<file path="src/rtl/jts16b_snd_romarb.sv">
// Sound-ROM arbiter: shares one SDRAM slot between the Z80 and the uPD7759 ROM ports.
// Optional macro JTS16B_SNDARB_CACHE_EN keeps each requester's last byte valid across cs drops.
module jts16b_snd_romarb #(
  parameter int          PCM_AW     = 17,
  parameter logic [18:0] PCM_OFFSET = 19'h40000
) (
  input  logic              clk,
  input  logic              rst_n,
  input  logic              cpu_cs,
  input  logic [18:0]       cpu_addr,
  output logic [7:0]        cpu_data,
  output logic              cpu_ok,
  input  logic              pcm_cs,
  input  logic [PCM_AW-1:0] pcm_addr,
  output logic [7:0]        pcm_data,
  output logic              pcm_ok,
  output logic              rom_cs,
  output logic [18:0]       rom_addr,
  input  logic [7:0]        rom_data,
  input  logic              rom_ok,
  output logic              gnt_pcm
);

`ifdef JTS16B_SNDARB_CACHE_EN
  localparam bit CACHE_EN = 1'b1;
`else
  localparam bit CACHE_EN = 1'b0;
`endif

  typedef enum logic [1:0] {IDLE, SETTLE, WAIT} state_t;

  state_t            state, state_d;
  logic              own, last_pcm;
  logic              cpu_val, pcm_val;
  logic [18:0]       cpu_tag;
  logic [PCM_AW-1:0] pcm_tag;
  logic              cpu_hit, pcm_hit, cpu_pend, pcm_pend;
  logic              grant, grant_pcm, fill, fill_cpu, fill_pcm;
  logic [18:0]       pcm_rom_addr;

  assign cpu_hit      = cpu_val && (cpu_tag == cpu_addr);
  assign pcm_hit      = pcm_val && (pcm_tag == pcm_addr);
  assign cpu_pend     = cpu_cs && !cpu_hit;
  assign pcm_pend     = pcm_cs && !pcm_hit;
  assign pcm_rom_addr = PCM_OFFSET + 19'(pcm_addr);
  assign fill_cpu     = fill && !own;
  assign fill_pcm     = fill && own;
  assign gnt_pcm      = own && (state != IDLE);

  always_ff @(posedge clk or negedge rst_n) begin
    // NOTE: sequential state uses non-blocking assignments so every register samples pre-edge values.
    if (!rst_n) state <= IDLE;
    else        state <= state_d;
  end

  always_comb begin
    // NOTE: every output gets a default first so no path through the case infers a latch.
    state_d   = state;
    grant     = 1'b0;
    grant_pcm = 1'b0;
    fill      = 1'b0;
    case (state)
      IDLE: begin
        if (pcm_pend || cpu_pend) begin
          grant     = 1'b1;
          // PCM wins ties unless it owned the previous fetch, so neither side can starve.
          grant_pcm = pcm_pend && !(cpu_pend && last_pcm);
          state_d   = SETTLE;
        end
      end
      SETTLE: state_d = WAIT;  // rom_ok here still refers to the previous address
      WAIT: begin
        if (rom_ok) begin
          fill    = 1'b1;
          state_d = IDLE;
        end
      end
      default: state_d = IDLE;
    endcase
  end

  always_ff @(posedge clk or negedge rst_n) begin
    if (!rst_n) begin
      own      <= 1'b0;
      last_pcm <= 1'b0;
      rom_cs   <= 1'b0;
      rom_addr <= '0;
      cpu_val  <= 1'b0;
      pcm_val  <= 1'b0;
      cpu_tag  <= '0;
      pcm_tag  <= '0;
      cpu_data <= '0;
      pcm_data <= '0;
      cpu_ok   <= 1'b0;
      pcm_ok   <= 1'b0;
    end else begin
      if (grant) begin
        own      <= grant_pcm;
        rom_cs   <= 1'b1;
        rom_addr <= grant_pcm ? pcm_rom_addr : cpu_addr;
        if (grant_pcm) begin
          pcm_tag <= pcm_addr;
          pcm_val <= 1'b0;
        end else begin
          cpu_tag <= cpu_addr;
          cpu_val <= 1'b0;
        end
      end
      if (fill) begin
        rom_cs   <= 1'b0;
        last_pcm <= own;
        if (own) begin
          pcm_data <= rom_data;
          pcm_val  <= 1'b1;
        end else begin
          cpu_data <= rom_data;
          cpu_val  <= 1'b1;
        end
      end
      // Without the cache a dropped cs forgets the byte; this overrides a fill on the same edge.
      if (!CACHE_EN && !cpu_cs) cpu_val <= 1'b0;
      if (!CACHE_EN && !pcm_cs) pcm_val <= 1'b0;
      // ok looks ahead through a same-edge fill so data and ok appear together.
      cpu_ok <= cpu_cs && (fill_cpu ? (cpu_tag == cpu_addr) : cpu_hit);
      pcm_ok <= pcm_cs && (fill_pcm ? (pcm_tag == pcm_addr) : pcm_hit);
    end
  end

endmodule

</file>
<file path="config.mk">
export PLATFORM = sky130hd
export DESIGN_NAME = jts16b_snd_romarb
export DESIGN_NICKNAME = d
export VERILOG_FILES = /design/src/rtl/jts16b_snd_romarb.sv
export SDC_FILE = /design/constraint.sdc
export NUM_CORES = 1
export LEC_CHECK = 0
export CAP_MARGIN = 40
export CORE_MARGIN = 5
export CORE_UTILIZATION = 50
export DETAILED_ROUTE_END_ITERATION = 6
export DONT_BUFFER_PORTS = 1
export PLACE_DENSITY_LB_ADDON = 0.08
export SLEW_MARGIN = 20
export SYNTH_ARGS = -nofsm -noshare
export SYNTH_HDL_FRONTEND = slang
export SYNTH_SLANG_ARGS = --single-unit
export TNS_END_PERCENT = 20
</file>
<file path="constraint.sdc">
create_clock -name clk -period 2.7 [get_ports clk]
set_input_delay 0.54 -clock clk [delete_from_list [all_inputs] [get_ports clk]]
set_output_delay 0.54 -clock clk [all_outputs]
set_load 0.01 [all_outputs]
</file>
==> impl_metrics.yaml, run 1 <==
sta:
  skew_ns: 0.0124
  timing.final.hold_violations: 0
  fin_crit_ns: 2.41
  slew_headroom_pct: 58.1
  finalCritPeriodShare_pct: 89.1
  tightest_slew_ns: 0.625
  finalSetupViolCount: 0
  fmax_ghz: 0.415
  setup_tns_ns: 0
  rsz0062_at_grt: "no"
  final_max_slew_viol_count: 0
  fin_ws_ns: 0.293
global_routing:
  grt_overflow: 0
  grt_max_degree: 81
  grt_usage_pct: 17.8
  grt_pass1_wl_um: 11900
  grt_pass1_vias: 2186
  antenna_found_initial: 0
synthesis:
  netlist-cell-type-count: 32
  synth_edf_count: 0
  synth_largest_area_cell: "dfrtp_1"
  synth_top_area_share_pct: 55.7
  synth_ff_type: "dfrtp_1"
  ys_warn_count: 0
  ys_top_cells_by_count: "dfrtp_1 (80), mux2_2 (30), xor2_1 (30), mux2_4 (20)"
  synthArstFlopShare_pct: 100
  syn_nets: 306
  ys_seq_area_share_pct: 55.7
  ys_ff_latch: 80
  synth_most_common_cell: "dfrtp_1"
  syn_area_per_cell_um2: 14.0
  synth.area.top_cells: "dfrtp_1 (56%), mux2_2 (9.4%), mux2_4 (8.4%)"
  syn_inst: 257
  netlist_area_um2: 3590
route:
  vias_per_cell: 5.60
  drt_wl_total_um: 7520
  drt_iter0_markers: 102
  wl_per_cell_um: 20.4
  drc: 0
  drt_pass1_iterations: 4
  vias: 2066
  postRouteAntennaNets: 0
placed_design:
  port_buffers: 0
  finalWeightedCongestion: 0.764
  dp_slack_ns: 0.121
  dp_hpwl_um: 5550
setup_path:
  crit_chain: "xor2_1, nor4_1, nand4_1, o211ai_1, buf_4, and2_1, buf_12, mux2_2"
  arrival_ns: 2.64
  crit_type: "reg2reg"
  crit_path_max_incr_delay_ns: 0.40
  start_kind: "register"
  r2r_cells: 8
  crit_required_ns: 2.93
  endpoint_kind: "register"
  crit_family: "simple AND/OR/NAND/NOR gates"
  cp_slowest_cell: "dfrtp_1"
  crit_cells: 8
  cp.buffers_inverters: 2
  path_max_fanout: 19
power_and_ir_drop:
  power.leakage_uw: 0.00184
  p_per_area_nw_per_um2: 1210
  ir_drop_v: 0.000485
clock_network:
  cts_buffers: 9
  h-tree-depth: 3
  cts_max_path_buffers: 2
  path_clk_slew_ns: 0.09
  cts.sinks: 80
  cts-root-buf: "clkbuf_8"
  cts_tree: "yes"
  ctsResizeCount: 0
  clk_latency_ns: 0.35
floorplanning:
  coreArea_um2: 6910
  die_x_um: 94.7
  rows: 30
  ios: 88
  die_y_um: 94.7
  die_area_um2: 8980
  initial_utilization_pct: 52.0
final_layout:
  antenna_cells: 0
  drive_above_1_share_pct: 28.2
  areaGrowthSynthToFinish_pct: 11.1
  fin_nets: 317
  final.fill_count: 594
run_status:
  status: "finished clean"
run:
  max_cap_violations: 0
min_path:
  hp-class: "in2async"
==> layout by cell type (no fill, tap or decap), types with 3 or more instances in the layout <==
cell / Yosys / layout
dfrtp_1: 80 / 80
xor2_1: 30 / 30
mux2_2: 30 / 30
mux2_4: 20 / 20
and3_1: 17 / 17
a221o_1: 17 / 17
clkbuf_8: 0 / 10
buf_4: 2 / 8
nor4_1: 7 / 7
xnor2_1: 6 / 6
nand2_1: 6 / 6
nor2_1: 5 / 5
nand4_1: 3 / 3
mux2_1: 3 / 3
==> power by group <==
part / total, uW / switching (uW) / internal (uW)
combinational: 1570 / 612 / 956
clock: 972 / 427 / 545
sequential: 2310 / 530 / 1780
total: 4850 / 1570 / 3280
==> per-layer routing <==
metal,vias up,routed length (um),track usage [%]
li1,957,-,-
met1,1039,3250,23.8
met2,67,3560,26.3
met3,3,669,8.05
met4,0,40,4.33
met5,-,0,0
==> per-stage QoR <==
| stage | cell area, um^2 | util, % | cells | power [uW] | hold slack (ns) |
|---|---|---|---|---|---|
| 2_1_floorplan | 3590 | - | 257 | 3520 | 0.244 |
| 3_3_place_gp | 3740 | 54.2 | 352 | 3850 | 0.247 |
| 3_5_place_dp | 3740 | 54.2 | 352 | 3900 | 0.247 |
| 4_1_cts | 3990 | 57.8 | 369 | 4910 | 0.0894 |
| 5_1_grt | 3990 | 57.8 | 369 | 5150 | 0.0736 |
| 6_report | 3990 | 57.8 | 369 | 4850 | 0.0627 |
==> cell type report <==
| cell class | instances | area, um^2 | share of cell area [%] |
|---|---|---|---|
| multi-input cells | 164 | 1510 | 37.9 |
| clock buffers | 11 | 141 | 3.54 |
| inverters | 2 | 7.51 | 0.188 |
| well taps | 96 | 120 | 3.01 |
| flip-flops and latches | 80 | 2000 | 50.2 |
| clock inverters | 5 | 80.1 | 2.01 |
| repair buffers | 11 | 128 | 3.20 |
==> repair_timing <==
action / CTS / global route
hold buffers: 1 / 0
setup buffers: 0 / 0
hold endpoints to repair: 80 / 0
endpoints found under the setup margin: 0 / 0
==> sequential cells by signal (all words and copies together) (netlist names) <==
name	cells
rom_cs	1
cpu_data	8
pcm_tag	17
pcm_val	1
cpu_ok	1
state	2
own	1
pcm_data	8
cpu_tag	19
last_pcm	1
rom_addr	19
pcm_ok	1
cpu_val	1
==> logic make-up after synthesis <==
logic type / Yosys count / synth area share [%]
muxes: 55 / 19.4
buffers and inverters: 13 / 2.13
and+or+nand+nor: 49 / 7.74
AOI/OAI and AO/OA: 24 / 6.24
xor gates and xnor gates: 36 / 8.78
DFF: 80 / 55.7
==> worst reg2reg max path: stages, from the launching register on <==
cell	delay, ns
dfrtp_1	0.40
xor2_1	0.16
nor4_1	0.35
nand4_1	0.26
o211ai_1	0.26
buf_4	0.17
and2_1	0.17
buf_12	0.17
mux2_2	0.34
==> final timing paths <==
path                                         from                        to  slack, ns
max                        cpu_tag[1]$_DFFE_PN0P_    pcm_tag[5]$_DFFE_PN0P_       0.29
min                                         rst_n    cpu_tag[7]$_DFFE_PN0P_       0.06
max reg2reg                cpu_tag[1]$_DFFE_PN0P_    pcm_tag[5]$_DFFE_PN0P_       0.29
min reg2reg                  last_pcm$_DFFE_PN0P_      last_pcm$_DFFE_PN0P_       0.49
max in group asynchronous                   rst_n      last_pcm$_DFFE_PN0P_       2.29
min in group clk                     cpu_addr[17]  rom_addr[17]$_DFFE_PN0N_       0.33
(Power assumes the default switching activity.)
==> run 2: changes to the inputs <==
--- a/config.mk
+++ b/config.mk
@@ -10,6 +10,7 @@
 export CORE_UTILIZATION = 50
 export DETAILED_ROUTE_END_ITERATION = 6
 export DONT_BUFFER_PORTS = 1
+export HOLD_SLACK_MARGIN = 0.03
 export PLACE_DENSITY_LB_ADDON = 0.08
 export SLEW_MARGIN = 20
 export SYNTH_ARGS = -nofsm -noshare
==> results of run 2 <==
Same layout as run 1: the final DEF is identical, and so are final timing and power.
